$ cat src/rtl/risc16_exec_store.sv
// Execute/storage back end of the 16-bit RISC datapath: ALU control decode, 8x16 register file
// and word-organised data memory. Optional macro GPR_R0_ZERO_EN hardwires register 0 to zero.
module risc16_exec_store #(
  parameter int DMEM_AW = 3,
  parameter int REG_AW  = 3
) (
  input  logic               clk,
  input  logic               rst_n,
  input  logic [1:0]         alu_op,
  input  logic [3:0]         opcode,
  output logic [2:0]         alu_sel,
  input  logic               reg_write,
  input  logic [REG_AW-1:0]  wr_addr,
  input  logic [15:0]        wr_data,
  input  logic [REG_AW-1:0]  rd_addr_1,
  output logic [15:0]        rd_data_1,
  input  logic [REG_AW-1:0]  rd_addr_2,
  output logic [15:0]        rd_data_2,
  input  logic [15:0]        mem_addr,
  input  logic [15:0]        mem_wdata,
  input  logic               mem_we,
  input  logic               mem_re,
  output logic [15:0]        mem_rdata
);

  localparam int NREG  = 1 << REG_AW;
  localparam int DEPTH = 1 << DMEM_AW;

  // ALU control decode
  always_comb begin
    alu_sel = 3'b000;
    case (alu_op)
      2'b01: alu_sel = 3'b001;
      2'b00: begin
        case (opcode)
          4'b0010: alu_sel = 3'b000;
          4'b0011: alu_sel = 3'b001;
          4'b0100: alu_sel = 3'b010;
          4'b0101: alu_sel = 3'b011;
          4'b0110: alu_sel = 3'b100;
          4'b0111: alu_sel = 3'b101;
          4'b1000: alu_sel = 3'b110;
          4'b1001: alu_sel = 3'b111;
          default: alu_sel = 3'b000;
        endcase
      end
      default: alu_sel = 3'b000;
    endcase
  end

  // Register file
  logic [15:0]     gpr_reg [NREG];
  logic [NREG-1:0] gpr_we;

  for (genvar gi = 0; gi < NREG; gi++) begin : g_gpr_we
`ifdef GPR_R0_ZERO_EN
    // Register 0 never accepts a write, so it stays at its reset value of zero.
    if (gi == 0) begin : g_r0
      assign gpr_we[gi] = 1'b0;
    end else begin : g_rn
      assign gpr_we[gi] = reg_write && (wr_addr == REG_AW'(gi));
    end
`else
    assign gpr_we[gi] = reg_write && (wr_addr == REG_AW'(gi));
`endif
  end

  always_ff @(posedge clk or negedge rst_n) begin
    if (!rst_n) begin
      for (int i = 0; i < NREG; i++) gpr_reg[i] <= '0;
    end else begin
      for (int i = 0; i < NREG; i++) begin
        if (gpr_we[i]) gpr_reg[i] <= wr_data;
      end
    end
  end

  assign rd_data_1 = gpr_reg[rd_addr_1];
  assign rd_data_2 = gpr_reg[rd_addr_2];

  // Data memory: byte address, word-indexed; bit 0 and the high bits are dropped.
  logic [15:0]        mem_reg [DEPTH];
  logic [DMEM_AW-1:0] mem_idx;
  logic [DEPTH-1:0]   mem_wen;
  logic               unused_addr_bits;

  assign mem_idx          = mem_addr[DMEM_AW:1];
  assign unused_addr_bits = ^{mem_addr[15:DMEM_AW+1], mem_addr[0]};

  for (genvar gi = 0; gi < DEPTH; gi++) begin : g_mem_we
    assign mem_wen[gi] = mem_we && (mem_idx == DMEM_AW'(gi));
  end

  always_ff @(posedge clk or negedge rst_n) begin
    if (!rst_n) begin
      for (int i = 0; i < DEPTH; i++) mem_reg[i] <= '0;
    end else begin
      for (int i = 0; i < DEPTH; i++) begin
        if (mem_wen[i]) mem_reg[i] <= mem_wdata;
      end
    end
  end

  assign mem_rdata = mem_re ? mem_reg[mem_idx] : 16'h0000;

endmodule

$ cat config.mk
export PLATFORM = sky130hd
export DESIGN_NAME = risc16_exec_store
export DESIGN_NICKNAME = d
export VERILOG_FILES = /design/src/rtl/risc16_exec_store.sv
export SDC_FILE = /design/constraint.sdc
export NUM_CORES = 1
export LEC_CHECK = 0
export CAP_MARGIN = 10
export CELL_PAD_IN_SITES_DETAIL_PLACEMENT = 1
export CELL_PAD_IN_SITES_GLOBAL_PLACEMENT = 2
export CORE_ASPECT_RATIO = 1.2
export CORE_MARGIN = 3
export CORE_UTILIZATION = 38
export CTS_CLUSTER_SIZE = 40
export DETAILED_ROUTE_END_ITERATION = 10
export PLACE_DENSITY_LB_ADDON = 0.1
export SYNTH_ARGS = -nofsm -noshare
export SYNTH_HDL_FRONTEND = slang
export SYNTH_SLANG_ARGS = --single-unit
$ cat constraint.sdc
create_clock -name clk -period 2 [get_ports clk]
set_input_delay 0.4 -clock clk [delete_from_list [all_inputs] [get_ports clk]]
set_output_delay 0.4 -clock clk [all_outputs]
set_load 0.1 [all_outputs]
* Yosys cells after proc, flatten, opt, wreduce, memory -nomap -nowiden
Memory sizes are Yosys's and may differ from the RTL's.
Index checks and enable logic that the tools add are counted.
** Cells by class
- Magnitude comparators :: 3
- Equal/unequal tests :: 15
- Mux-type cells :: 11
- Bitwise logic cells :: 3
- Reduce and logical (&&, ||, !) cells :: 19
** Operator list (number)
- binary-select mux 16 bit (select 3 bit) :: 3
- 2-to-1 mux 16 bit :: 7
- equality test 3 bit, second input constant :: 8
- logical AND 1 bit :: 16
- equality test 3 x 2 -> 1 bit, second input constant :: 4
- greater-or-equal comparator 4 bit, second input constant :: 3
- NOT 3 -> 4 bit :: 3
- equality test 3 x 1 -> 1 bit, second input constant :: 2
- logical NOT 3 bit :: 2
- one-hot mux 3 bit (2 select lines) :: 1
- equality test 2 x 1 -> 1 bit, second input constant :: 1
- logical NOT 2 bit :: 1
** Storage, ports and cells
- Flip-flop bits (word level) :: 256
- Memory bits (read-only) :: 48
- Bits of input ports :: 68
- Output and inout bits :: 51
- Logic and storage cells :: 68
- Memories kept :: 1
** Memory list
- (name not given) :: words 16, bits a word 3, read ports 1, clocked after Yosys merged registers in 0, write ports 0, RTL line 35 : case (opcode)

* Depth between registers and ports, before layout
Gate-level depths: netlist of run 1.
- Depth in word-level cells :: 5
- Mapped depth :: 6
- Depth with buffers taken out :: 3

* Worst setup path after synthesis of run 1
Ideal clock, no wire load.
- Path kind :: input to output
- From :: input alu_op[0]
- To :: output alu_sel[1]
- Arrival time :: 3359 ps
- Data required time :: 1600 ps
- Setup slack :: -1759 ps
- Stages on the path :: 1
- Path buffers :: 0
- Path through :: nor4_1
** On the way
- Longest elaborated chain between the ends :: 2
** Ends and longest elaborated chain
- start, declared :: RTL line 9 : input logic [1:0] alu_op,
- equality test 2 x 1 -> 1 bit or logical NOT 2 bit (tied branches) :: RTL line 32 : case (alu_op)
- one-hot mux 3 bit (2 select lines) * :: RTL line 32
- end, declared :: RTL line 11 : output logic [2:0] alu_sel,
Every way passes the cells marked *; elsewhere a longest branch is shown, timed or not.

* Final worst setup path of run 1
- From :: register gpr_reg[5] in the netlist's numbering
- To :: output rd_data_1[5]
** On the way
- Longest elaborated chain between the ends :: 3
** Ends and longest elaborated chain
- start, declared :: RTL line 52 : logic [15:0] gpr_reg [NREG];
- start signal, assigned by index :: RTL line 73 : if (gpr_we[i]) gpr_reg[i] <= wr_data;
- binary-select mux 16 bit (select 3 bit) :: RTL line 78 : assign rd_data_1 = gpr_reg[rd_addr_1];
- 2-to-1 mux 16 bit (not written as such) (2 in series) :: RTL line 78
- end, declared :: RTL line 16 : output logic [15:0] rd_data_1,
Every way passes these cells. The select of a mux whose other input is x is not followed.

==> flow_summary.toml, run 1 <==
[floorplan]
die_width_um = 172.6
die_h_um = 205.9
rows = 72
io_pins = 119
die_area_um2 = 35540
start_util_pct = 38.92
core-area_um2 = 32520

[run_status]
status = "finished, violations left"
violations = "setup timing"

[power]
switching_share_pct = 32.10
p_seq_share_pct = 37.3
combPwrFrac_pct = 34.6
power_frac_clock_pct = 28.1
switchingPower_mw = 6.051
vdd.ir_drop.worst_v = 0.0007886
p_leak_nw = 7.093
p_int_mw = 12.80
powerDensity_nw_per_um2 = 1110
power_mw = 18.85

[sta]
fin_skew_ns = 0
rsz0062_at_grt = "true"
hold_viol_final = 0
setup_slack_ns = -0.3003
period_minus_slack_ns = 2.300
tightestPinTransition_ns = 0.4070
final_max_slew_viol_count = 0
relSlewSlack_pct = 72.78
period_share_pct = 115.0
timing.fmax_mhz = 434.7
setup_viol = 48

[worst_setup_path]
reg2reg_from = "mem_reg[91]"
start_kind = "flip-flop"
cp_slowest_cell = "mux4_2"
r2r_slack_ns = 1.00
critPathKind = "flip-flop to output port"
cp_max_fo = 3
crit_family = "multiplexers"
crit_start = "gpr_reg[5]"
path_cells = "mux4_2 -> mux2_4 -> buf_12"
end_kind = "output port"
crit_buf_inv = 1
critPathRequiredTime_ns = 1.60
worstPathArrival_ns = 1.90
cp_slowest_stage_delay_ns = 0.49

[logic_synthesis]
syn_avg_cell_area_um2 = 16.02
ys_types = 32
ys_ff_latch = 256
synth.largest_area_cell = "dfrtp_1"
synth.yosys.seq_area_share_pct = 50.62
syn_inst = 790
synth_top_area_share_pct = 50.62
syn_nets = 858
syn_area_um2 = 12660
ys_warn_count = 0
yosys-top-cells-area = "dfrtp_1 (51%), mux2_2 (27%), mux4_2 (14%)"

[grt]
antenna_found_initial = 1
overflow = 0
grt_max_degree = 69
grt_pass1_wl_um = 54430
grt_usage_pct = 19.58
grt_pass1_vias = 9115

[route]
ant_nets = 0
avgRoutedWirePerCell_um = 24.10
firstDrtPassIters = 4
vias_per_cell = 5.395
drt_iter0_drc = 267
wirelength_um = 34580
drcViolationCount = 0
dr_total_vias = 7742

[layout]
antenna_cells = 0
fillers = 2992
nets = 1037
drive_gt1_share_pct = 64.78
utilization_pct = 52.22
area_growth_pct = 34.20

[cts]
clkSinkCount = 256
clock_path_buffers = 3
clkTransAtPathRegs_ns = 0.06
insertion_delay_ns = 0.54
cts_root_buffer = "clkbuf_16"
numCtsBuffers = 29
cts_tree = "done"
htree_levels = 1

[job]
drv_cap = 0

[placed_design]
numPortBuffers = 105
place_hpwl_um = 22960
gp_congestion = 0.7475

[worst_hold_path]
hold_path.class = "input pin to async pin"
==> cells in the mapped netlist <==
cell type,n
mux2_2,307
dfrtp_1,256
mux4_2,80
buf_2,30
nor2_1,18
o21ai_0,17
o22ai_1,16
clkbuf_1,12
mux2_4,10
buf_4,7
buf_1,3
mux2_1,3
nand2_1,3
nand4b_1,3
nor3_2,3
nor3b_4,3
buf_6,2
nand2b_4,2
or2_1,2
a21oi_1,1
a31oi_1,1
and3b_1,1
nand2b_1,1
nand4_1,1
nand4_2,1
nand4b_2,1
nor2_2,1
nor3_1,1
nor3_4,1
nor4_1,1
or3_1,1
xnor2_1,1
==> placed cells by master (no fill, tap or decap), types with 2 or more instances in the layout <==
cell type,synthesis,layout
or2_1,2,2
dlygate4sd2_1,0,6
buf_4,7,65
o21ai_1,0,4
nand2b_4,2,2
o22ai_4,0,7
clkbuf_1,12,7
o21ai_0,17,13
buf_2,30,4
nor3b_4,3,3
nor3_2,3,3
nand2_1,3,3
buf_12,0,79
nand4b_1,3,3
mux2_4,10,42
mux2_2,307,275
o22ai_2,0,9
nor2_2,1,2
nor2_4,0,16
clkinv_2,0,3
clkbuf_8,0,12
mux4_2,80,80
mux2_1,3,3
nor3_4,1,2
clkdlybuf4s50_1,0,43
dfrtp_1,256,256
clkbuf_16,0,30
==> path summary, 6_finish.rpt <==
path	to	depth (start not counted)
min in group clk	mem_reg[14]	1
max in group asynchronous	mem_reg[60]	3
worst min-delay path	gpr_reg[55]	2
worst max register to register	mem_reg[91]	3
worst min register to register	mem_reg[14]	1
worst max-delay path	rd_data_1[5]	3
==> cells by family after synthesis <==
family                 share of synthesized area (%)
flip-flops                                     50.62
buffers and inverters                          2.224
AO/OA/AOI/OAI                                  1.552
AND/OR/NAND/NOR                                2.531
XOR/XNOR                                     0.06922
multiplexers                                   43.01
==> what timing repair did <==
item | 4_1_cts | 5_1_grt
gates resized for setup | 44 | 8
endpoints found under the setup margin | 50 | 48
buffers inserted | 4 | 2
hold buffers | 1 | 0
cloned | 1 | 1
hold endpoints to repair | 39 | 0
pin swaps | 5 | 1
==> metal layers <==
layer | global-route usage, % | routed length [um] | vias to the layer above
li1 | - | - | 3382
met1 | 23.47 | 13670 | 4190
met2 | 37.83 | 19200 | 138
met3 | 2.499 | 1174 | 32
met4 | 3.970 | 538 | 0
met5 | 0 | 0 | -
==> layout make-up <==
class	count	area [um2]	area share (%)
clock buffers	48	917.1	5.400
well taps	444	555.5	3.271
flip-flops and latches	256	6406	37.72
repair buffers	202	2661	15.67
clock inverters	5	53.80	0.3168
multi-input cells	480	6390	37.62
==> per-stage QoR <==
stage / instances / setup WS (ns) / TNS [ns] / area (um2) / hold WS, ns
3_5_place_dp: 1373 / -0.5829 / -60.56 / 15720 / 0.3329
5_1_grt: 1435 / -0.3621 / -15.29 / 16980 / 0.3678
2_1_floorplan: 790 / -0.04430 / -0.6202 / 12990 / 0.1044
3_3_place_gp: 1373 / -0.5903 / -52.59 / 15720 / 0.3216
6_report: 1435 / -0.3003 / -12.20 / 16980 / 0.3517
4_1_cts: 1432 / -0.3286 / -13.57 / 16910 / 0.3652
==> power groups by stage <==
stage / Combinational (mW) / Sequential, mW / Clock (mW)
after floorplan: 4.37 / 6.84 / 0
after global placement: 6.19 / 6.96 / 0
after detailed placement: 6.36 / 7.13 / 0
after CTS: 6.53 / 7.04 / 5.47
after global routing: 6.83 / 7.20 / 5.72
final: 6.52 / 7.04 / 5.30
(Power assumes the default switching activity.)
==> run 2: changes to the inputs <==
- HOLD_SLACK_MARGIN: default -> 0.03
- SETUP_SLACK_MARGIN: default -> 0.05
==> flow_summary.toml, run 2 (synthesized netlist as in run 1, its figures left out) <==
[layout]
layout_common_cells = "mux2_2 (274), dfrtp_1 (256), buf_12 (82)"
nets = 1029
area_growth_pct = 34.47
final_cell_count_no_fill = 1426
drive_gt1_share_pct = 64.53
final_common_cell = "mux2_2"

[worst_setup_path]
cp_max_fo = 3
critPathRequiredTime_ns = 1.60
crit_buf_inv = 1
end_kind = "output port"
critPathKind = "flip-flop to output port"
crit_family = "multiplexers"
start_kind = "flip-flop"
worstPathArrival_ns = 1.91
r2r_slack_ns = 1.09
cp_slowest_cell = "mux4_2"
cp_slowest_stage_delay_ns = 0.48
path_cells = "mux4_2 -> mux2_4 -> buf_12"

[route]
avgRoutedWirePerCell_um = 24.24
drcViolationCount = 0
dr_total_vias = 7769
wirelength_um = 34570
vias_per_cell = 5.448
ant_nets = 0
drt_iter0_drc = 393
firstDrtPassIters = 4

[power]
combPwrFrac_pct = 34.7
switching_share_pct = 32.24
vdd.ir_drop.worst_v = 0.0006737
switchingPower_mw = 6.092
p_leak_nw = 7.100
p_seq_share_pct = 37.2
powerDensity_nw_per_um2 = 1110
power_frac_clock_pct = 28.1
p_int_mw = 12.80

[sta]
setup_slack_ns = -0.3061
period_share_pct = 115.3
fin_skew_ns = 0
setup_viol = 48
hold_viol_final = 0
tightestPinTransition_ns = 0.4166
rsz0062_at_grt = "true"
period_minus_slack_ns = 2.306
relSlewSlack_pct = 72.23
holdWs_ns = 0.2699
final_max_slew_viol_count = 0
timing.fmax_mhz = 433.6

[floorplan]
start_util_pct = 38.92
rows = 72
die_h_um = 205.9
core-area_um2 = 32520
die_area_um2 = 35540
io_pins = 119
die_width_um = 172.6

[cts]
htree_levels = 1
insertion_delay_ns = 0.54
cts_tree = "done"
clkSinkCount = 256
cts_root_buffer = "clkbuf_16"
clkTransAtPathRegs_ns = 0.06
numCtsBuffers = 29
clock_path_buffers = 3

[placed_design]
place_hpwl_um = 22760
numPortBuffers = 105
place_inst = 1363
gp_congestion = 0.7675

[job]
drv_cap = 0

[grt]
grt_pass1_vias = 9063
grt_usage_pct = 19.73
overflow = 0
grt_pass1_wl_um = 54500
antenna_found_initial = 1
grt_max_degree = 73

[run_status]
status = "finished, violations left"
violations = "setup timing"

[worst_hold_path]
hold_path.class = "input pin to async pin"
## run 2: area by class of cell
cell class | count | area [um2]
timing repair buffer | 194 | 2708
fill | 3014 | 15500
sequential | 256 | 6406
clock buffer | 45 | 865.8
clock inverter | 6 | 87.58
antenna | 1 | 2.502
multi-input combinational | 480 | 6394
tap | 444 | 555.5
## run 2: timing repair
item | 4_1_cts | 5_1_grt
setup endpoints to repair | 51 | 48
hold endpoints to repair | 256 | 0
gates resized for setup | 48 | 6
cloned | 4 | 0
buffers inserted | 1 | 5
pin swaps | 4 | 2
hold buffers | 1 | 0
## run 2: metrics by stage
step | cell area [um2] | setup WS (ns) | setup TNS [ns] | power [mW] | util [%]
after floorplan | 13060 | -0.03888 | -0.3321 | 11.24 | -
after global placement | 15710 | -0.5687 | -45.53 | 13.19 | 48.30
after detailed placement | 15710 | -0.6275 | -52.37 | 13.51 | 48.30
after CTS | 16930 | -0.3499 | -14.51 | 19.08 | 52.07
after global routing | 17020 | -0.3732 | -15.76 | 19.80 | 52.33
final | 17020 | -0.3061 | -12.85 | 18.89 | 52.33
## run 2: power groups by stage
stage          combinational [mW]  clock, mW  sequential, mW
2_1_floorplan                4.41          0            6.84
3_3_place_gp                 6.23          0            6.96
3_5_place_dp                 6.39          0            7.12
4_1_cts                      6.55       5.48            7.04
5_1_grt                      6.87       5.74            7.18
6_report                     6.55       5.31            7.03
## run 2: final timing paths
| check | from | endpoint | cells after the start |
|---|---|---|---|
| max | gpr_reg[3] | rd_data_1[3] | 3 |
| min | rst_n | gpr_reg[96] | 2 |
| max reg2reg | gpr_reg[77] | gpr_reg[77] | 2 |
| min reg2reg | mem_reg[38] | mem_reg[38] | 1 |
| max in group asynchronous | rst_n | mem_reg[127] | 3 |
| min in group clk | mem_reg[38] | mem_reg[38] | 1 |
## run 2: per-layer routing
layer  track usage (%)  share of wire, %
met4             4.984               2.1
met2             38.22                56
met5                 0                 0
met1             23.23                40
met3             2.426               2.5
==> run 3: changes to the inputs <==
- CORE_UTILIZATION: 38 -> 46
- SLEW_MARGIN: default -> 20
- clock period: 2 -> 2.9 ns (I/O delays scaled with it)
==> flow_summary.toml, run 3 (synthesized netlist as in run 1, its figures left out) <==
[worst_setup_path]
start_kind = "input pin"
cp_max_fo = 32
critPathRequiredTime_ns = 2.32
end_kind = "output port"
worstPathArrival_ns = 2.21
critPathKind = "input pin to output port"

[route]
ant_nets = 0
avgRoutedWirePerCell_um = 25.05
drcViolationCount = 0
vias_per_cell = 5.877
wirelength_um = 32040
drt_iter0_drc = 216
firstDrtPassIters = 4
dr_total_vias = 7517

[sta]
timing.fmax_mhz = 358.4
setup_viol = 0
period_minus_slack_ns = 2.790
rsz0062_at_grt = "false"
hold_viol_final = 0
fin_skew_ns = 0
period_share_pct = 96.22
fin_tns_setup_ns = 0
relSlewSlack_pct = 52.21
tightestPinTransition_ns = 0.7168
final_max_slew_viol_count = 0

[placed_design]
gp_congestion = 0.7732
place_hpwl_um = 21230
numPortBuffers = 105
postPlaceCellArea_um2 = 14930

[floorplan]
die_width_um = 157.4
die_h_um = 187.7
io_pins = 119
rows = 65
die_area_um2 = 29550
start_util_pct = 47.44
core-area_um2 = 26680

[layout]
drive_gt1_share_pct = 61.86
antenna_cells = 0
layout_common_cells = "mux2_2 (307), dfrtp_1 (256), mux4_2 (80)"
fin_area_um2 = 15950
fillers = 2381
area_growth_pct = 26.00
final_common_cell = "mux2_2"
utilization_pct = 59.78
nets = 992

[cts]
numCtsBuffers = 28
htree_levels = 1
insertion_delay_ns = 0.53
cts_root_buffer = "clkbuf_16"
clkSinkCount = 256
clock_path_buffers = 3
clkTransAtPathRegs_ns = 0.06
cts_tree = "done"

[grt]
overflow = 0
grt_pass1_vias = 8763
grt_max_degree = 91
antenna_found_initial = 0
grt_usage_pct = 22.12
grt_pass1_wl_um = 50970

[power]
powerDensity_nw_per_um2 = 791.1
vdd.ir_drop.worst_v = 0.0004429
p_leak_nw = 6.622
power_mw = 12.62

[job]
drv_cap = 0

[worst_hold_path]
hold_path.class = "input pin to async pin"

[run_status]
status = "finished clean"
run 3: final timing paths:
| path | cells past startpoint | to | from | slack (ns) |
|---|---|---|---|---|
| worst max-delay path | 5 | rd_data_1[12] | rd_addr_1[1] | 0.11 |
| max in group asynchronous | 2 | gpr_reg[64] | rst_n | 1.98 |
| min in group clk | 1 | mem_reg[38] | mem_reg[38] | 0.49 |
| worst min-delay path | 1 | gpr_reg[55] | rst_n | 0.06 |
| worst max register to register | 1 | gpr_reg[44] | gpr_reg[44] | 2.10 |
| worst min register to register | 1 | mem_reg[38] | mem_reg[38] | 0.49 |
run 3: critical path, stage by stage:
cell	delay, ns
clkdlybuf4s50_1	0.50
buf_12	0.24
mux4_2	0.35
mux2_2	0.32
buf_12	0.18
run 3: stage by stage:
stage                     setup WS (ns)  std cells  hold WS (ns)
after global routing            0.05601       1279        0.1033
after global placement         -0.04729       1226        0.4705
after floorplan               -0.009080        790        0.2844
final                            0.1096       1279       0.06123
after CTS                        0.1056       1279       0.07132
after detailed placement       -0.06549       1226        0.4816
run 3: final cells by class:
cell class | count | area, um2 | share of cell area, %
clock buffer | 44 | 882.1 | 5.532
clock inverter | 6 | 55.05 | 0.3452
tap | 335 | 419.2 | 2.628
sequential | 256 | 6406 | 40.17
timing repair buffer | 158 | 2140 | 13.42
multi-input combinational | 480 | 6045 | 37.91
run 3: layer usage:
layer	wire, um	global-route usage [%]	up-vias
met5	0	0	-
met4	531	4.007	0
met3	1010	2.470	43
met2	18040	41.85	123
met1	12460	27.22	4043
li1	-	-	3308
run 3: report_power, final:
| group | switching [mW] | internal (mW) | leakage (nW) |
|---|---|---|---|
| sequential | 0.490 | 4.37 | 3.07 |
| clock | 1.41 | 2.16 | 0.469 |
| combinational | 2.15 | 2.04 | 3.08 |
| total | 4.06 | 8.56 | 6.62 |
run 3: timing repair:
item,4_1_cts,5_1_grt
buffers inserted,2,0
hold buffers,0,0
setup endpoints to repair,15,0
gates resized for setup,6,0
